## config.mk

```make
export PLATFORM = sky130hd
export DESIGN_NAME = fetch_queue_stage
export DESIGN_NICKNAME = d
export VERILOG_FILES = /design/src/rtl/fetch_queue_stage.sv
export SDC_FILE = /design/constraint.sdc
export NUM_CORES = 1
export LEC_CHECK = 0
export ABC_AREA = 1
export BUFFER_PORTS_ARGS = -buffer_cell sky130_fd_sc_hd__buf_2
export CELL_PAD_IN_SITES_DETAIL_PLACEMENT = 1
export CELL_PAD_IN_SITES_GLOBAL_PLACEMENT = 1
export CORE_ASPECT_RATIO = 0.75
export CORE_UTILIZATION = 46
export CTS_CLUSTER_SIZE = 30
export DETAILED_ROUTE_END_ITERATION = 10
export GPL_TIMING_DRIVEN = 1
export PLACE_DENSITY = 0.89
export SLEW_MARGIN = 20
export SYNTH_ARGS = -nofsm -noshare
export SYNTH_HDL_FRONTEND = slang
export SYNTH_SLANG_ARGS = --single-unit
```

## constraint.sdc

```tcl
create_clock -name clk -period 5.11 [get_ports clk]
set_input_delay 0.2555 -clock clk [delete_from_list [all_inputs] [get_ports clk]]
set_output_delay 0.2555 -clock clk [all_outputs]
set_load 0.02 [all_outputs]
```

## src/rtl/fetch_queue_stage.sv

```systemverilog
// fetch_queue_stage
//   Instruction fetch front end. It generates the PC, issues reads to a
//   synchronous instruction memory (one-cycle read latency) and buffers the
//   returned words in a DEPTH-entry circular queue that decode drains.
//   Decode stalls are absorbed by the queue. Branch redirects flush the queue
//   and drop the in-flight response.
//
//   Optional feature macro: FETCH_QUEUE_BYPASS_EN
//     When defined, a response that arrives while the queue is empty is
//     presented straight to decode in the same cycle. This cuts the
//     empty-queue latency from 2 cycles to 1.
//
// Ports:
//   clk            in   clock, all state updates on the rising edge
//   reset          in   synchronous active-high reset
//   mem_addr_out   out  instruction memory read address (the PC register)
//   mem_re_out     out  read issued this cycle
//   mem_data_in    in   read data, valid the cycle after the issue
//   redirect_in    in   branch taken: flush and refetch
//   redirect_pc_in in   redirect target
//   stall_in       in   decode cannot accept this cycle
//   instr_out      out  instruction at the queue head
//   pc_out         out  PC of instr_out
//   valid_out      out  instr_out / pc_out are valid
module fetch_queue_stage #(
  parameter int unsigned         ADDR_W   = 32,
  parameter int unsigned         INSTR_W  = 32,
  parameter int unsigned         DEPTH    = 4,
  parameter logic [ADDR_W-1:0]   PC_STEP  = ADDR_W'(4),
  parameter logic [ADDR_W-1:0]   RESET_PC = '0
) (
  input  logic               clk,
  input  logic               reset,
  output logic [ADDR_W-1:0]  mem_addr_out,
  output logic               mem_re_out,
  input  logic [INSTR_W-1:0] mem_data_in,
  input  logic               redirect_in,
  input  logic [ADDR_W-1:0]  redirect_pc_in,
  input  logic               stall_in,
  output logic [INSTR_W-1:0] instr_out,
  output logic [ADDR_W-1:0]  pc_out,
  output logic               valid_out
);

  localparam int unsigned PTR_W = (DEPTH > 1) ? $clog2(DEPTH) : 1;
  localparam int unsigned CNT_W = PTR_W + 1;
  localparam logic [CNT_W:0] DEPTH_C = (CNT_W + 1)'(DEPTH);

  // Architectural state
  logic [ADDR_W-1:0]  pc;
  logic [ADDR_W-1:0]  resp_pc;
  logic [CNT_W-1:0]   count;
  logic [PTR_W-1:0]   rd_ptr;
  logic [PTR_W-1:0]   wr_ptr;
  logic               inflight;

  // Queue storage: never reset, only the pointers and count are
  logic [INSTR_W-1:0] q_instr [DEPTH];
  logic [ADDR_W-1:0]  q_pc    [DEPTH];

  // Per-cycle control
  logic               issue;
  logic               enq;
  logic               deq;
  logic [CNT_W:0]     occupancy;

  // Words held plus the one still in flight. Issuing only below DEPTH
  // guarantees every response has a free slot when it lands.
  assign occupancy = {1'b0, count} + (CNT_W + 1)'(inflight);

  assign issue        = !reset && !redirect_in && (occupancy < DEPTH_C);
  assign mem_re_out   = issue;
  assign mem_addr_out = pc;

`ifdef FETCH_QUEUE_BYPASS_EN
  logic bypass;

  // An empty queue with a live response presents that response directly.
  // The response is consumed here if decode takes it. Otherwise it is
  // enqueued as usual.
  assign bypass = (count == '0) && inflight && !redirect_in;

  always_comb begin
    valid_out = (count != '0) || bypass;
    instr_out = q_instr[rd_ptr];
    pc_out    = q_pc[rd_ptr];
    if (bypass) begin
      instr_out = mem_data_in;
      pc_out    = resp_pc;
    end
  end

  assign deq = (count != '0) && !stall_in && !redirect_in;
  assign enq = inflight && !redirect_in && !(bypass && !stall_in);
`else
  always_comb begin
    valid_out = (count != '0);
    instr_out = q_instr[rd_ptr];
    pc_out    = q_pc[rd_ptr];
  end

  // The head shown during a redirect cycle is never counted as consumed.
  assign deq = valid_out && !stall_in && !redirect_in;
  assign enq = inflight && !redirect_in;
`endif

  // PC, pointers, count and in-flight tracking.
  // Priority order: reset, then redirect, then normal issue/enqueue/dequeue.
  always_ff @(posedge clk) begin
    if (reset) begin
      pc       <= RESET_PC;
      count    <= '0;
      rd_ptr   <= '0;
      wr_ptr   <= '0;
      inflight <= 1'b0;
    end else if (redirect_in) begin
      pc       <= redirect_pc_in;
      count    <= '0;
      rd_ptr   <= wr_ptr;
      inflight <= 1'b0;
    end else begin
      inflight <= issue;
      if (issue) begin
        pc <= pc + PC_STEP;
      end
      if (enq) begin
        wr_ptr <= wr_ptr + PTR_W'(1);
      end
      if (deq) begin
        rd_ptr <= rd_ptr + PTR_W'(1);
      end
      case ({enq, deq})
        2'b10:   count <= count + CNT_W'(1);
        2'b01:   count <= count - CNT_W'(1);
        default: count <= count;
      endcase
    end
  end

  // PC of the outstanding request, paired with its data on return
  always_ff @(posedge clk) begin
    if (issue) begin
      resp_pc <= pc;
    end
  end

  // enq is already false under redirect. The reset term drops a response
  // that lands on the reset edge.
  always_ff @(posedge clk) begin
    if (!reset && enq) begin
      q_instr[wr_ptr] <= mem_data_in;
      q_pc[wr_ptr]    <= resp_pc;
    end
  end

endmodule

```

---- Word-level counts from Yosys, hierarchy flattened ----
Memory sizes are Yosys's and may differ from the RTL's. A register that Yosys moved wholly into a read port is not among the register bits.
Index checks and enable logic that the tools add are counted.
word-level totals
  bits of input ports ..................... 68
  flip-flop bits (word level) ............. 72
  memories kept ........................... 2
  bits in writable memories ............... 256
  latch bits .............................. 0
  memory bits (read-only) ................. 0
  output and inout bits ................... 98
memory list
  name     depth  width  read ports  clocked after memory_dff  wr ports  RTL line  text
  q_instr  4      32     1           1                         1         58        logic [INSTR_W-1:0] q_instr [DEPTH];
  q_pc     4      32     1           1                         1         59        logic [ADDR_W-1:0] q_pc [DEPTH];
cells by class
  mux-type cells .......................... 11
  equality and inequality tests ........... 2
  $mul .................................... 0
  add/sub/neg operators ................... 6
  reductions and logical operators ........ 15
  bitwise operators ....................... 1
  shift-type cells ........................ 0
  div/mod/pow operators ................... 0
  magnitude comparators ................... 1
operator list
  cell                                                        number
  2-to-1 mux 32 bit                                           2
  adder 32 x 3 -> 32 bit, second input constant               1
  2-to-1 mux 2 bit                                            6
  logical AND 1 bit                                           6
  one-hot mux 3 bit (2 select lines)                          1
  nonzero test 2 bit                                          3
  adder 2 x 1 -> 2 bit, second input constant                 2
  adder 3 x 1 -> 4 bit                                        1
  less-than comparator 4 x 3 -> 1 bit, second input constant  1
  adder 3 x 1 -> 3 bit, second input constant                 1
  zero test 1 bit                                             3
  nonzero test 3 bit                                          1
  subtractor 3 x 1 -> 3 bit, second input constant            1
  equality test 2 x 1 -> 1 bit, second input constant         1
  equality test 2 bit, second input constant                  1
  2-to-1 mux 1 bit                                            2
  AND reduction 2 bit                                         1
  OR reduction 2 bit                                          1
  inverter 1 bit                                              1

---- Longest topological paths before layout ----
  depth after elaboration ................. 7
  gate-level depth with buffers ........... 11
  depth with buffers taken out ............ 11

---- Worst setup path after synthesis ----
Ideal clock, no wire load.
  kind .................................... input port to flip-flop
  start ................................... input port redirect_in
  end ..................................... memory q_instr[0][0], enable pin
  slack ................................... 1.300 ns
  path buffers ............................ 1
  data required time ...................... 4.624 ns
  library setup time ...................... 0.486 ns
  arrival time ............................ 3.324 ns
  stages .................................. 4
  cell sequence ........................... buf_6 nor2_4 nand2_1 nor2_1
between the ends
  word-level cells in the longest chain between the ends .. 5
ends and longest elaborated chain
  element                                 RTL line  text
  from (decl)                             37        input logic redirect_in,
  zero test 1 bit                         104       assign enq = inflight && !redirect_in;
  logical AND 1 bit                       104
  logical AND 1 bit                       150       if (!reset && enq) begin
  2-to-1 mux 1 bit                        150
  2-to-1 mux 1 bit (not written as such)  151       q_instr[wr_ptr] <= mem_data_in;
  to (decl)                               58
No other way between the ends.

==> flow_metrics.env <==
export IMPL_status="finished clean"
export IMPL_fin_cells=1693
export IMPL_power_density_nw_per_um2=368
export IMPL_grt_usage_pct=25.2
export IMPL_synthTopCellsByArea="edfxtp_1 (66%), dfxtp_1 (6.4%), o21ai_0 (5.8%), nor2_1 (4.9%), nand2_1 (3.3%)"
export IMPL_r2r_start="wr_ptr[0]"
export IMPL_clock_latency_ns=0.56
export IMPL_dieArea_um2=29200
export IMPL_finalWirelength_mm=37.2
export IMPL_grt_pass1_vias=9838
export IMPL_layout_nets=1360
export IMPL_critPathKind="reg2out"
export IMPL_hold_class="in2reg"
export IMPL_die_x_um=197
export IMPL_arrival_ns=3.06
export IMPL_n_fill_cell=2936
export IMPL_cts_buffers=31
export IMPL_finalCritPeriodShare_pct=64.8
export IMPL_worst_r2r_setup_slack_ns=2.67
export IMPL_relSlewSlack_pct=25.9
export IMPL_via_per_inst=5.51
export IMPL_io_buffers=165
export IMPL_fin_crit_ns=3.31
export IMPL_ant_nets=0
export IMPL_r2r_end="q_pc[0][7]"
export IMPL_synth_avg_cell_area_um2=12.0
export IMPL_maxCapViolCount=0
export IMPL_coreArea_um2=28100
export IMPL_yosys_area_top_type="edfxtp_1"
export IMPL_hold_ws_ns=0.0246
export IMPL_synth_fp_nets=1170
export IMPL_rsz0062_at_grt="false"
export IMPL_cts_resized=0
export IMPL_clk_pin_slew_ns=0.06
export IMPL_setup_viol=0
export IMPL_hold_viol_final=0
export IMPL_grt_pass1_wl_mm=55.9
export IMPL_avgRoutedWirePerCell_um=21.9
export IMPL_utilization_pct=55.7
export IMPL_drt_iter0_drc=615
export IMPL_cts_tree="built"
export IMPL_crit_path_max_fanout=91
export IMPL_synth_edf_count=288
export IMPL_multiInputGateArea_um2=3110
export IMPL_holdPathEnd="mem_addr_out[6]"
export IMPL_whs_path_depth=5
export IMPL_finalSetupTns_ns=0
export IMPL_htreeDepth=1
export IMPL_min_from="redirect_pc_in[6]"
export IMPL_grt_overflow_total=0
export IMPL_ys_flop_type="edfxtp_1"
export IMPL_vdd_drop_max_uv=268
export IMPL_dp_hpwl_mm=23.7
export IMPL_worstSetupEndpointType="output pin"
export IMPL_p_leak_nw=5.59
export IMPL_drive_gt1_share_pct=18.8
export IMPL_clock_skew_ns=0.0133
export IMPL_drt_first_pass_iters=5
export IMPL_crit_buf_inv=3
export IMPL_regArea_um2=9490
export IMPL_antenna_found_initial=1
export IMPL_crit_family="buffers and inverters"
export IMPL_clock_sinks=330
export IMPL_drv_slew=0
export IMPL_syn_inst=1095
export IMPL_critical_path_slowest_cell="inv_4"
export IMPL_vias=9324
export IMPL_dp_cells=1600
export IMPL_clockRootBuffer="clkbuf_16"
export IMPL_cts_path_max_buffers=3
export IMPL_worstMarginPinSlew_ns=1.11
export IMPL_drt_drc_violations_left=0
export IMPL_reg2regPathDepth=5
export IMPL_start_kind="register"
export IMPL_area_delta_synth_final_pct=19.2
export IMPL_netlist_area_leader_share_pct=65.9
export IMPL_ios=166
export IMPL_synth_cell_types=32
export IMPL_synth_area_um2=13100
export IMPL_critPathMaxStageDelay_ns=0.68
export IMPL_grt_max_degree=92
export IMPL_yosysWarnings=0
export IMPL_initial_core_util_pct=46.8
export IMPL_cp_cell_sequence="inv_4 > buf_4 > o21ai_0 > o22ai_1 > buf_2"
export IMPL_place_gp_congestion=0.809
export IMPL_die_y_um=148
export IMPL_synthArstFlopShare_pct=0
export IMPL_fmax_mhz=302
export IMPL_ys_seq_area_share_pct=72.3
export IMPL_worst_ep_required_time_ns=4.85
export IMPL_synth_seq_cells=330
export IMPL_row_count=53
export IMPL_antenna_cells=0
logic make-up after synthesis:
family | count (synthesis) | synth area share (%)
DFF | 330 | 72.3
xor gates and xnor gates | 6 | 0.401
adders and majority gates | 7 | 0.725
AOI/OAI and AO/OA | 276 | 11.2
buffers and inverters | 131 | 4.18
and+or+nand+nor | 345 | 11.1
per-layer routing:
layer / up-vias / wire length, µm / GRT usage, %
met5: - / 13 / 0
met3: 42 / 1910 / 3.04
li1: 4263 / - / -
met1: 4697 / 16200 / 33.9
met4: 2 / 583 / 5.39
met2: 320 / 18400 / 44.2
registers in the layout (all words and copies together) (netlist names), named ones only:
register,count
count,3
rd_ptr,2
q_pc,128
q_instr,128
inflight,1
mem_addr_out,32
resp_pc,32
wr_ptr,2
worst max path at each step:
stage                     start       endpoint  slack, ns  cells past startpoint
CTS                    register     pc_out[25]       1.11                      5
global placement       register     pc_out[17]       2.01                      5
global route           register     pc_out[25]       1.67                      5
floorplan           redirect_in  q_instr[0][0]       1.30                      4
detailed placement     register     pc_out[25]       1.72                      5
finish                 register     pc_out[25]       1.80                      5
cells in the final DEF (no fill, tap or decap), types with 4 or more instances in the layout:
master and n:
dlygate4sd3_1 37, o21ai_1 19, ha_1 6, nor2_4 11, inv_1 76, nor2_1 167, clkbuf_1 5, xor2_1 4
buf_4 7, nand2_1 114, clkinv_1 6, nand3_1 37, clkbuf_16 31, o21ai_0 152, nor2_2 5, a21oi_1 35
clkinv_2 8, edfxtp_1 288, o22ai_1 64, bufinv_16 4, dfxtp_1 40, buf_2 165
Yosys cell counts (2+ instances only):
cell type / instances
xor2_1: 4
buf_4: 2
nand2_4: 3
nand2_1: 114
edfxtp_1: 288
o21ai_0: 152
nand3_1: 37
buf_2: 8
nor2_1: 171
nor2_2: 5
o22ai_1: 64
a31oi_1: 3
inv_1: 77
and2_1: 2
nor2_4: 7
dfxtp_1: 42
ha_1: 6
o21ai_1: 19
buf_6: 5
a21oi_1: 35
clkbuf_1: 37
xnor2_1: 2
nand2_2: 3
where the power goes:
group	internal [mW]	switching, mW
clock network	1.31	0.978
registers	2.98	0.0615
logic	0.136	0.290
through the flow:
| stage | total power [mW] | setup WS (ns) | instance area, µm² |
|---|---|---|---|
| finish | 5.75 | 1.80 | 15600 |
| floorplan | 3.31 | 1.30 | 13100 |
| global route | 5.90 | 1.67 | 15600 |
| detailed placement | 3.50 | 1.72 | 14300 |
| CTS | 5.78 | 1.11 | 15600 |
| global placement | 3.47 | 2.01 | 14300 |
final cells by class:
cell class,count,area share [%]
Timing Repair Buffer,209,7.99
Clock inverter,20,1.29
Clock buffer,36,5.08
Multi-Input combinational cell,634,19.9
Inverter,79,1.92
Tap cell,385,3.08
Sequential cell,330,60.7
worst register-to-register path, stage by stage, from the launching register on:
cell and delay (ns):
dfxtp_1 0.35, inv_1 0.14, ha_1 0.17, inv_1 0.07, nor2_4 0.66, buf_4 0.68
what timing repair did:
| item | 4_1_cts | 5_1_grt |
|---|---|---|
| endpoints found under the hold margin | 133 | 0 |
| setup endpoints to repair | 0 | 0 |
| buffers inserted | 0 | 0 |
| hold buffers | 37 | 0 |
No activity file was read; power rests on OpenSTA's default activity.
